[src/rtl/riscv_pkg.sv]
// Shared RV32 decode definitions: opcodes, ALU operation codes, immediate formats
// and the control-signal bundle carried in the ID/EX register.
package riscv_pkg;

    localparam int unsigned XLEN = 32;

    localparam logic [6:0] OPC_OP     = 7'b0110011;
    localparam logic [6:0] OPC_OP_IMM = 7'b0010011;
    localparam logic [6:0] OPC_LOAD   = 7'b0000011;
    localparam logic [6:0] OPC_STORE  = 7'b0100011;
    localparam logic [6:0] OPC_BRANCH = 7'b1100011;
    localparam logic [6:0] OPC_JAL    = 7'b1101111;
    localparam logic [6:0] OPC_JALR   = 7'b1100111;
    localparam logic [6:0] OPC_LUI    = 7'b0110111;
    localparam logic [6:0] OPC_AUIPC  = 7'b0010111;

    localparam logic [3:0] ALU_ADD    = 4'd0;
    localparam logic [3:0] ALU_SUB    = 4'd1;
    localparam logic [3:0] ALU_SLL    = 4'd2;
    localparam logic [3:0] ALU_SLT    = 4'd3;
    localparam logic [3:0] ALU_SLTU   = 4'd4;
    localparam logic [3:0] ALU_XOR    = 4'd5;
    localparam logic [3:0] ALU_SRL    = 4'd6;
    localparam logic [3:0] ALU_SRA    = 4'd7;
    localparam logic [3:0] ALU_OR     = 4'd8;
    localparam logic [3:0] ALU_AND    = 4'd9;
    localparam logic [3:0] ALU_MUL    = 4'd10;
    localparam logic [3:0] ALU_MULH   = 4'd11;
    localparam logic [3:0] ALU_MULHSU = 4'd12;
    localparam logic [3:0] ALU_MULHU  = 4'd13;
    localparam logic [3:0] ALU_DIV    = 4'd14;
    localparam logic [3:0] ALU_DIVU   = 4'd15;
    // Only 16 codes exist: REM/REMU share the divider codes, funct3[1] selects remainder.
    localparam logic [3:0] ALU_REM    = ALU_DIV;
    localparam logic [3:0] ALU_REMU   = ALU_DIVU;

    typedef enum logic [2:0] {
        IMM_I,
        IMM_S,
        IMM_B,
        IMM_U,
        IMM_J
    } imm_fmt_e;

    typedef struct packed {
        logic alu_src_imm;
        logic reg_write;
        logic mem_read;
        logic mem_write;
        logic branch;
        logic jal;
        logic jalr;
        logic lui;
        logic auipc;
        logic illegal;
    } ctrl_t;

    function automatic logic [3:0] alu_base(input logic [2:0] funct3, input logic alt);
        case (funct3)
            3'd0:    return alt ? ALU_SUB : ALU_ADD;
            3'd1:    return ALU_SLL;
            3'd2:    return ALU_SLT;
            3'd3:    return ALU_SLTU;
            3'd4:    return ALU_XOR;
            3'd5:    return alt ? ALU_SRA : ALU_SRL;
            3'd6:    return ALU_OR;
            default: return ALU_AND;
        endcase
    endfunction

    function automatic logic [3:0] alu_m(input logic [2:0] funct3);
        case (funct3)
            3'd0:    return ALU_MUL;
            3'd1:    return ALU_MULH;
            3'd2:    return ALU_MULHSU;
            3'd3:    return ALU_MULHU;
            3'd4:    return ALU_DIV;
            3'd5:    return ALU_DIVU;
            3'd6:    return ALU_REM;
            default: return ALU_REMU;
        endcase
    endfunction

endpackage

[src/rtl/imm_gen.sv]
// Sign-extended immediate extraction for the RV32 I/S/B/U/J formats.
// Only instruction bits 31:7 carry immediate or register fields, so bits 6:0 are not taken.
module imm_gen
    import riscv_pkg::*;
(
    input  logic [31:7]     instr_i,
    input  imm_fmt_e        format_i,
    output logic [XLEN-1:0] imm_o
);

    always_comb begin
        case (format_i)
            IMM_S:   imm_o = {{20{instr_i[31]}}, instr_i[31:25], instr_i[11:7]};
            IMM_B:   imm_o = {{19{instr_i[31]}}, instr_i[31], instr_i[7], instr_i[30:25],
                              instr_i[11:8], 1'b0};
            IMM_U:   imm_o = {instr_i[31:12], 12'b0};
            IMM_J:   imm_o = {{11{instr_i[31]}}, instr_i[31], instr_i[19:12], instr_i[20],
                              instr_i[30:21], 1'b0};
            default: imm_o = {{20{instr_i[31]}}, instr_i[31:20]};
        endcase
    end

endmodule

[src/rtl/decode_stage.sv]
// RV32I decode stage: registered ID/EX bundle, load-use hazard bubble, flush and hold.
// Define DECODE_RV32M_EN to accept the RV32M multiply/divide encodings.
module decode_stage #(
    parameter int unsigned XLEN     = 32,
    parameter int unsigned ALU_OP_W = 4
) (
    input  logic                clk,
    input  logic                rst,
    input  logic [XLEN-1:0]     instr_in,
    input  logic [XLEN-1:0]     pc4_in,
    input  logic                valid_in,
    input  logic                flush,
    input  logic                stall_in,
    output logic                hazard_stall,
    output logic                valid_out,
    output logic [XLEN-1:0]     pc4_out,
    output logic [4:0]          rs1,
    output logic [4:0]          rs2,
    output logic [4:0]          rd,
    output logic [XLEN-1:0]     imm,
    output logic [ALU_OP_W-1:0] alu_op,
    output logic                alu_src_imm,
    output logic                reg_write,
    output logic                mem_read,
    output logic                mem_write,
    output logic                branch,
    output logic                jal,
    output logic                jalr,
    output logic                lui,
    output logic                auipc,
    output logic [2:0]          funct3,
    output logic                illegal
);
    import riscv_pkg::*;

    typedef struct packed {
        logic                valid;
        logic [XLEN-1:0]     pc4;
        logic [4:0]          rs1;
        logic [4:0]          rs2;
        logic [4:0]          rd;
        logic [XLEN-1:0]     imm;
        logic [ALU_OP_W-1:0] alu_op;
        logic [2:0]          funct3;
        ctrl_t               ctrl;
    } id_ex_t;

    id_ex_t          id_ex_q, id_ex_d, dec;
    imm_fmt_e        fmt;
    logic [XLEN-1:0] imm_val;
    logic            rs1_used, rs2_used, legal;
    logic [6:0]      opcode, funct7;
    logic [2:0]      f3;

    assign opcode = instr_in[6:0];
    assign f3     = instr_in[14:12];
    assign funct7 = instr_in[31:25];

    imm_gen u_imm_gen (
        .instr_i  (instr_in[31:7]),
        .format_i (fmt),
        .imm_o    (imm_val)
    );

    always_comb begin
        dec        = '0;
        fmt        = IMM_I;
        rs1_used   = 1'b0;
        rs2_used   = 1'b0;
        legal      = 1'b1;
        dec.valid  = valid_in;
        dec.pc4    = pc4_in;
        dec.rs1    = instr_in[19:15];
        dec.rs2    = instr_in[24:20];
        dec.rd     = instr_in[11:7];
        dec.funct3 = f3;
        dec.alu_op = ALU_ADD;
        case (opcode)
            OPC_OP: begin
                rs1_used           = 1'b1;
                rs2_used           = 1'b1;
                dec.ctrl.reg_write = 1'b1;
                if (funct7 == 7'b0000000) begin
                    dec.alu_op = alu_base(f3, 1'b0);
                end else if (funct7 == 7'b0100000 && (f3 == 3'd0 || f3 == 3'd5)) begin
                    dec.alu_op = alu_base(f3, 1'b1);
                end else if (funct7 == 7'b0000001) begin
`ifdef DECODE_RV32M_EN
                    dec.alu_op = alu_m(f3);
`else
                    legal = 1'b0;
`endif
                end else begin
                    legal = 1'b0;
                end
            end
            OPC_OP_IMM: begin
                rs1_used             = 1'b1;
                dec.ctrl.reg_write   = 1'b1;
                dec.ctrl.alu_src_imm = 1'b1;
                dec.alu_op           = alu_base(f3, 1'b0);
                if (f3 == 3'd1) begin
                    legal = (instr_in[31:26] == 6'b000000);
                end else if (f3 == 3'd5) begin
                    legal      = (instr_in[31:26] == 6'b000000) || (instr_in[31:26] == 6'b010000);
                    dec.alu_op = alu_base(f3, instr_in[30]);
                end
            end
            OPC_LOAD: begin
                rs1_used             = 1'b1;
                dec.ctrl.reg_write   = 1'b1;
                dec.ctrl.mem_read    = 1'b1;
                dec.ctrl.alu_src_imm = 1'b1;
                legal = (f3 != 3'd3) && (f3 != 3'd6) && (f3 != 3'd7);
            end
            OPC_STORE: begin
                rs1_used             = 1'b1;
                rs2_used             = 1'b1;
                fmt                  = IMM_S;
                dec.ctrl.mem_write   = 1'b1;
                dec.ctrl.alu_src_imm = 1'b1;
                legal = (f3 <= 3'd2);
            end
            OPC_BRANCH: begin
                rs1_used        = 1'b1;
                rs2_used        = 1'b1;
                fmt             = IMM_B;
                dec.ctrl.branch = 1'b1;
                dec.alu_op      = ALU_SUB;
                legal = (f3 != 3'd2) && (f3 != 3'd3);
            end
            OPC_JAL: begin
                fmt                = IMM_J;
                dec.ctrl.jal       = 1'b1;
                dec.ctrl.reg_write = 1'b1;
            end
            OPC_JALR: begin
                rs1_used             = 1'b1;
                dec.ctrl.jalr        = 1'b1;
                dec.ctrl.reg_write   = 1'b1;
                dec.ctrl.alu_src_imm = 1'b1;
                legal = (f3 == 3'd0);
            end
            OPC_LUI, OPC_AUIPC: begin
                fmt                  = IMM_U;
                dec.ctrl.lui         = (opcode == OPC_LUI);
                dec.ctrl.auipc       = (opcode == OPC_AUIPC);
                dec.ctrl.reg_write   = 1'b1;
                dec.ctrl.alu_src_imm = 1'b1;
            end
            default: legal = 1'b0;
        endcase
        // Illegal encodings still produce a valid bundle, but with no side effects.
        if (!legal) begin
            dec.ctrl         = '0;
            dec.ctrl.illegal = 1'b1;
            dec.alu_op       = ALU_ADD;
        end
        if (!valid_in) begin
            dec.ctrl = '0;
        end
    end

    assign hazard_stall = !rst && !flush && valid_in && id_ex_q.valid && id_ex_q.ctrl.mem_read
                          && (id_ex_q.rd != 5'd0)
                          && ((rs1_used && instr_in[19:15] == id_ex_q.rd)
                           || (rs2_used && instr_in[24:20] == id_ex_q.rd));

    always_comb begin
        id_ex_d = id_ex_q;
        if (!stall_in) begin
            if (flush || hazard_stall) begin
                id_ex_d = '0;
            end else begin
                id_ex_d     = dec;
                id_ex_d.imm = imm_val;
            end
        end
    end

    always_ff @(posedge clk) begin
        if (rst) begin
            id_ex_q <= '0;
        end else begin
            id_ex_q <= id_ex_d;
        end
    end

    assign valid_out   = id_ex_q.valid;
    assign pc4_out     = id_ex_q.pc4;
    assign rs1         = id_ex_q.rs1;
    assign rs2         = id_ex_q.rs2;
    assign rd          = id_ex_q.rd;
    assign imm         = id_ex_q.imm;
    assign alu_op      = id_ex_q.alu_op;
    assign funct3      = id_ex_q.funct3;
    assign alu_src_imm = id_ex_q.ctrl.alu_src_imm;
    assign reg_write   = id_ex_q.ctrl.reg_write;
    assign mem_read    = id_ex_q.ctrl.mem_read;
    assign mem_write   = id_ex_q.ctrl.mem_write;
    assign branch      = id_ex_q.ctrl.branch;
    assign jal         = id_ex_q.ctrl.jal;
    assign jalr        = id_ex_q.ctrl.jalr;
    assign lui         = id_ex_q.ctrl.lui;
    assign auipc       = id_ex_q.ctrl.auipc;
    assign illegal     = id_ex_q.ctrl.illegal;

endmodule

[config.mk]
export PLATFORM = sky130hd
export DESIGN_NAME = decode_stage
export DESIGN_NICKNAME = d
export VERILOG_FILES = /design/src/rtl/riscv_pkg.sv /design/src/rtl/imm_gen.sv /design/src/rtl/decode_stage.sv
export SDC_FILE = /design/constraint.sdc
export NUM_CORES = 1
export LEC_CHECK = 0
export ABC_AREA = 1
export BUFFER_PORTS_ARGS = -buffer_cell sky130_fd_sc_hd__buf_2
export CAP_MARGIN = 20
export CORE_MARGIN = 2
export CORE_UTILIZATION = 45
export CTS_CLUSTER_SIZE = 12
export DETAILED_ROUTE_END_ITERATION = 12
export PLACE_DENSITY = 0.79
export SLEW_MARGIN = 20
export SYNTH_ARGS = -nofsm -noshare
export SYNTH_HDL_FRONTEND = slang
export SYNTH_SLANG_ARGS = --single-unit
[constraint.sdc]
create_clock -name clk -period 2.9 [get_ports clk]
set_input_delay 0.87 -clock clk [delete_from_list [all_inputs] [get_ports clk]]
set_output_delay 0.87 -clock clk [all_outputs]
set_load 0.01 [all_outputs]
---- After elaboration in Yosys (flattened, before gate mapping) ----
Cells that the tools add are included.
W data, S select, Z words.
word-level totals
  output and inout port bits .............. 98
  input bits .............................. 69
  bits in registers ....................... 97
operators by class
  equality and inequality tests ........... 27
  reduce and logical (&&, ||, !) cells .... 28
  mux-type cells .......................... 30
  magnitude comparators ................... 1
operators with widths
  kind                  number
  $pmux W31 S4          1
  $mux W97              1
  $pmux W4 S7           2
  $eq A7 B6 Y1 const B  4
  $pmux W4 S6           1
  $eq A7 B7 Y1 const B  3
  $mux W10              2
  $mux W4               5
  $eq A7 B5 Y1 const B  2
  $mux W1               14
  $eq A3 B2 Y1 const B  4
  $eq A3 B3 Y1 const B  4
  $logic_and A1 B1 Y1   12
  $pmux W3 S4           1
  $pmux W4 S3           1
  $reduce_or A6 Y1      2
  $eq A5 B5 Y1          2
  $eq A7 B2 Y1 const B  1
  $logic_not A7 Y1      1
  $pmux W1 S7           1
  $reduce_or A7 Y1      1
  $eq A3 B1 Y1 const B  2
  $eq A6 B5 Y1 const B  1
  $logic_not A6 Y1      1
  other kinds (10)      17

---- Depth between registers and ports, before layout ----
  word-level depth ........................ 9
  depth in mapped cells ................... 14
  mapped depth without buffers ............ 13

---- Hierarchy ----
A second synthesis with hierarchy kept.
second synthesis, totals
  cells, all modules ...................... 697
  area total of the unflattened synthesis .. 4,832.1 um^2
modules (own cells, without submodules)
  module        instances  cells an instance  sequential area each (um^2)  area an instance (um^2)
  decode_stage  1          615                1,941.9                      4,413.0
  imm_gen       1          82                 0.0                          419.2

---- Worst setup path before layout ----
No wires, ideal clock.
  kind .................................... input to output
  from .................................... in instr_in[1]
  to ...................................... out hazard_stall
  cell stages on the path ................. 10
  setup slack ............................. 92 ps
  arrival ................................. 1,938 ps
  buffers on the path ..................... 2
  data required time ...................... 2,030 ps
  cell sequence ........................... nand2_1 > nor2_2 > nand2_2 > nand3_1 > nor2_1 > nor2_2 > nand2_2 > buf_6 > buf_4 > inv_1
on the way
  cells in the longest elaborated chain, start to end .. 6
  elaborated cells between the ends (all ways) .. 14
  classes of those cells .................. eq/ne: 6; mux: 2; reduce/logical: 6
RTL lines
  element                                                                       line                                      source
  from (decl)                                                                   decode_stage.sv:9                         input logic [XLEN-1:0] instr_in,
  $eq A7 B7 Y1 (tied with other cells)                                          decode_stage.sv:78                        case (opcode)
  $reduce_or A6 Y1 (no source line) / $reduce_or A3 Y1 (equally long branches)  --
  $mux W1                                                                       decode_stage.sv:78
  $logic_and A1 B1 Y1 (on tied branches)                                        decode_stage.sv:166, decode_stage.sv:167
  $logic_or A1 B1 Y1 (*)                                                        decode_stage.sv:167                       || (rs2_used && instr_in[24:20] == id_ex_q.rd));
  $logic_and A1 B1 Y1 (*)                                                       decode_stage.sv:166                       && ((rs1_used && instr_in[19:15] == id_ex_q.rd)
  to (decl)                                                                     decode_stage.sv:14                        output logic hazard_stall,
Mark *: on every way between the ends. The rest lies on a longest branch, timed or not.

---- Worst setup path in the final report ----
  from .................................... in instr_in[4]
  to ...................................... out hazard_stall
The elaborated chain is that of the path after synthesis.

==> impl_metrics.ini <==
[drt]
wl_um = 14000
drtIter0Drc = 435
ant_nets = 0
wl_per_cell_um = 14.6
via_count = 5076
dr.pass1.iters = 5
avgViaCountPerCell = 5.30
drc = 0

[pwr]
ir_drop_uv = 398
comb_power_share_pct = 13.2
switchingPower_uw = 739
power_leakage_uw = 0.00268
intPower_uw = 2000
seq_power_share_pct = 51.2
power_density_nw_per_um2 = 473
p_sw_share_pct = 27.0
power.total_uw = 2740
p_clk_share_pct = 35.5

[min_path]
holdPathStages = 2
hold_class = flop to flop

[die]
start_util_pct = 45.6
die_x_um = 106
core_area_um2 = 10200
dieArea_um2 = 11200
rows = 37
num_io_pins = 167
fp.dieH_um = 106

[placed_design]
place_area_um2 = 5540
hpwl_um = 9750
gp_congestion = 0.935
port_buffers = 166
dp.cells = 941

[run]
drv_cap = 0

[worst_setup_path]
cp-start-kind = primary input
crit_path_end_kind = output pin
crit_type = primary input to output pin
path_max_fanout = 4
max_stage_delay_ps = 150
cp_cell_sequence = buf_2, inv_2, nor2_4, nand2_2, a21oi_2, nand3_1, nand2_1, nand2_2, inv_1, buf_2
cp.required_ps = 2030
critical_path.top_delay_family = simple AND/OR/NAND/NOR gates
worst_ep_arrival_time_ps = 1890
critPathBufInv = 4
path_depth = 10
rr_worst_depth = 13
critical-path-slowest-cell = nor2_4

[cts]
h-tree-depth = 3
cts_root_buf = clkbuf_8
cts_tree = yes
clockBufferDepth = 2
clock_sinks = 97
clkTransAtPathRegs_ps = 90
numCtsBuffers = 9
clkLatencyLatePin_ps = 370

[synth]
synth.distinct_cells = 27
avgSynthCellArea_um2 = 6.89
ys_seq_area_share_pct = 41.8
yosys_warnings = 0
synth_edf_count = 0
syn_area_um2 = 4650
syn_nets = 744
ys_ff_latch = 97
syn_inst = 675
async_flop_share_pct = 0
synth_ff_type = dfxtp_1

[timing]
tns_ps = 0
setup_viol = 0
tightest_slew_ps = 1020
max_freq_ghz = 0.362
finalClockSkew_ps = 8.87
rsz0062_at_grt = false
period_needed_ps = 2760
relSlewSlack_pct = 32.1
hold_viol = 0
fin_crit_sh_pct = 95.3
finalMaxSlewViolations = 0
whs_ps = 459

[run_status]
outcome = complete, no violations

[global_route]
overflow = 0
first_global_vias = 4664
grt_pass1_wl_um = 23100
grt_usage_pct = 25.3
grt_start_max_net_pins = 99
antenna_found_initial = 1

[final_layout]
finalNetCount = 887
syn2layout_area_growth_pct = 24.5
drive_gt1_share_pct = 28.0
multi_input_comb_area_um2 = 2290
n_antenna_cell = 0
num-fill-cells = 1054
final_cell_area_um2 = 5790
seqCellArea_um2 = 1940
stdcell_count = 958
==> per-stage QoR <==
stage,setup slack [ps],utilization [%]
floorplan,92.0,-
global placement,116,54.4
detailed placement,85.3,54.4
CTS,84.0,56.5
global route,27.6,56.8
finish,137,56.8
==> synthesized netlist by cell type (4+ instances only) <==
cell / instances / area, um^2
nand2_2: 6 / 37.5
nand3_1: 81 / 405
o21ai_0: 13 / 65.1
o2111ai_1: 6 / 52.6
o21ai_2: 4 / 35.0
nand2_1: 171 / 642
inv_1: 44 / 165
clkbuf_1: 32 / 120
a21oi_1: 99 / 495
dfxtp_1: 97 / 1940
buf_2: 5 / 25.0
nand4_1: 39 / 244
buf_4: 7 / 52.6
nor3_1: 4 / 20.0
inv_2: 9 / 33.8
nor2_1: 37 / 139
==> power by group through the flow <==
| stage | Clock (uW) | Sequential [uW] | Combinational, uW |
|---|---|---|---|
| 2_1_floorplan | 0 | 1450 | 178 |
| 3_3_place_gp | 0 | 1430 | 355 |
| 3_5_place_dp | 0 | 1430 | 357 |
| 4_1_cts | 1000 | 1400 | 358 |
| 5_1_grt | 1050 | 1410 | 400 |
| 6_report | 972 | 1400 | 363 |
==> layout make-up <==
| cell class | count | share of cell area [%] |
|---|---|---|
| clock buffer | 9 | 2.14 |
| clock inverter | 6 | 1.58 |
| inverter | 54 | 3.55 |
| multi-input combinational | 476 | 39.6 |
| sequential | 97 | 33.6 |
| tap | 136 | 2.94 |
| timing repair buffer | 180 | 16.7 |
==> worst register-to-register path, delay by kind of cell, from the launching register on <==
kind / cells / cell delay, ps
and+or+nand+nor: 10 / 1100
DFF: 1 / 460
buffers and inverters: 3 / 450
==> kinds of logic after synthesis <==
kind of cell              share of synthesized area [%]
DFF                                                41.8
xor gates and xnor gates                          0.377
and+or+nand+nor                                    33.9
buffers and inverters                              9.48
AOI/OAI and AO/OA                                  14.4
==> timing repair <==
| item | CTS | global route |
|---|---|---|
| gates resized for setup | 0 | 5 |
| hold buffers | 0 | 0 |
| setup endpoints to repair | 0 | 1 |
| buffers inserted | 0 | 2 |
==> placed cells by master (no fill, tap or decap), types with 2 or more instances in the layout <==
| cell | instances |
|---|---|
| a21oi_1 | 98 |
| buf_12 | 2 |
| buf_2 | 165 |
| buf_4 | 13 |
| bufinv_16 | 2 |
| clkbuf_8 | 9 |
| clkinv_4 | 2 |
| dfxtp_1 | 97 |
| inv_1 | 44 |
| inv_2 | 9 |
| nand2_1 | 170 |
| nand2_2 | 7 |
| nand3_1 | 81 |
| nand3_2 | 3 |
| nand4_1 | 39 |
| nor2_1 | 34 |
| nor2_2 | 5 |
| nor2_4 | 3 |
| nor3_1 | 3 |
| o2111ai_1 | 6 |
| o21ai_0 | 13 |
| o21ai_1 | 3 |
| o21ai_2 | 4 |
| xor2_1 | 2 |
==> flip-flops by register name, indices dropped and copies added, names as in the netlist, 3 cells and up <==
signal   cells
alu_op       4
funct3       3
imm         32
pc4_out     32
rd           5
rs1          5
rs2          5
==> path summary, 6_finish.rpt <==
kind                                      to   startpoint  slack, ps
worst min-delay path             pc4_out[25]  pc4_out[25]        460
worst max-delay path            hazard_stall  instr_in[4]        140
worst max register to register     reg_write        rd[2]        750
worst min register to register   pc4_out[25]  pc4_out[25]        460
==> routing by layer <==
| layer | global-route usage [%] | routed length, um |
|---|---|---|
| met5 | 0 | 0 |
| met3 | 5.26 | 966 |
| met2 | 39.9 | 6420 |
| met1 | 34.3 | 6240 |
| met4 | 9.59 | 344 |
Note: power is estimated with default switching activity, not from simulation.
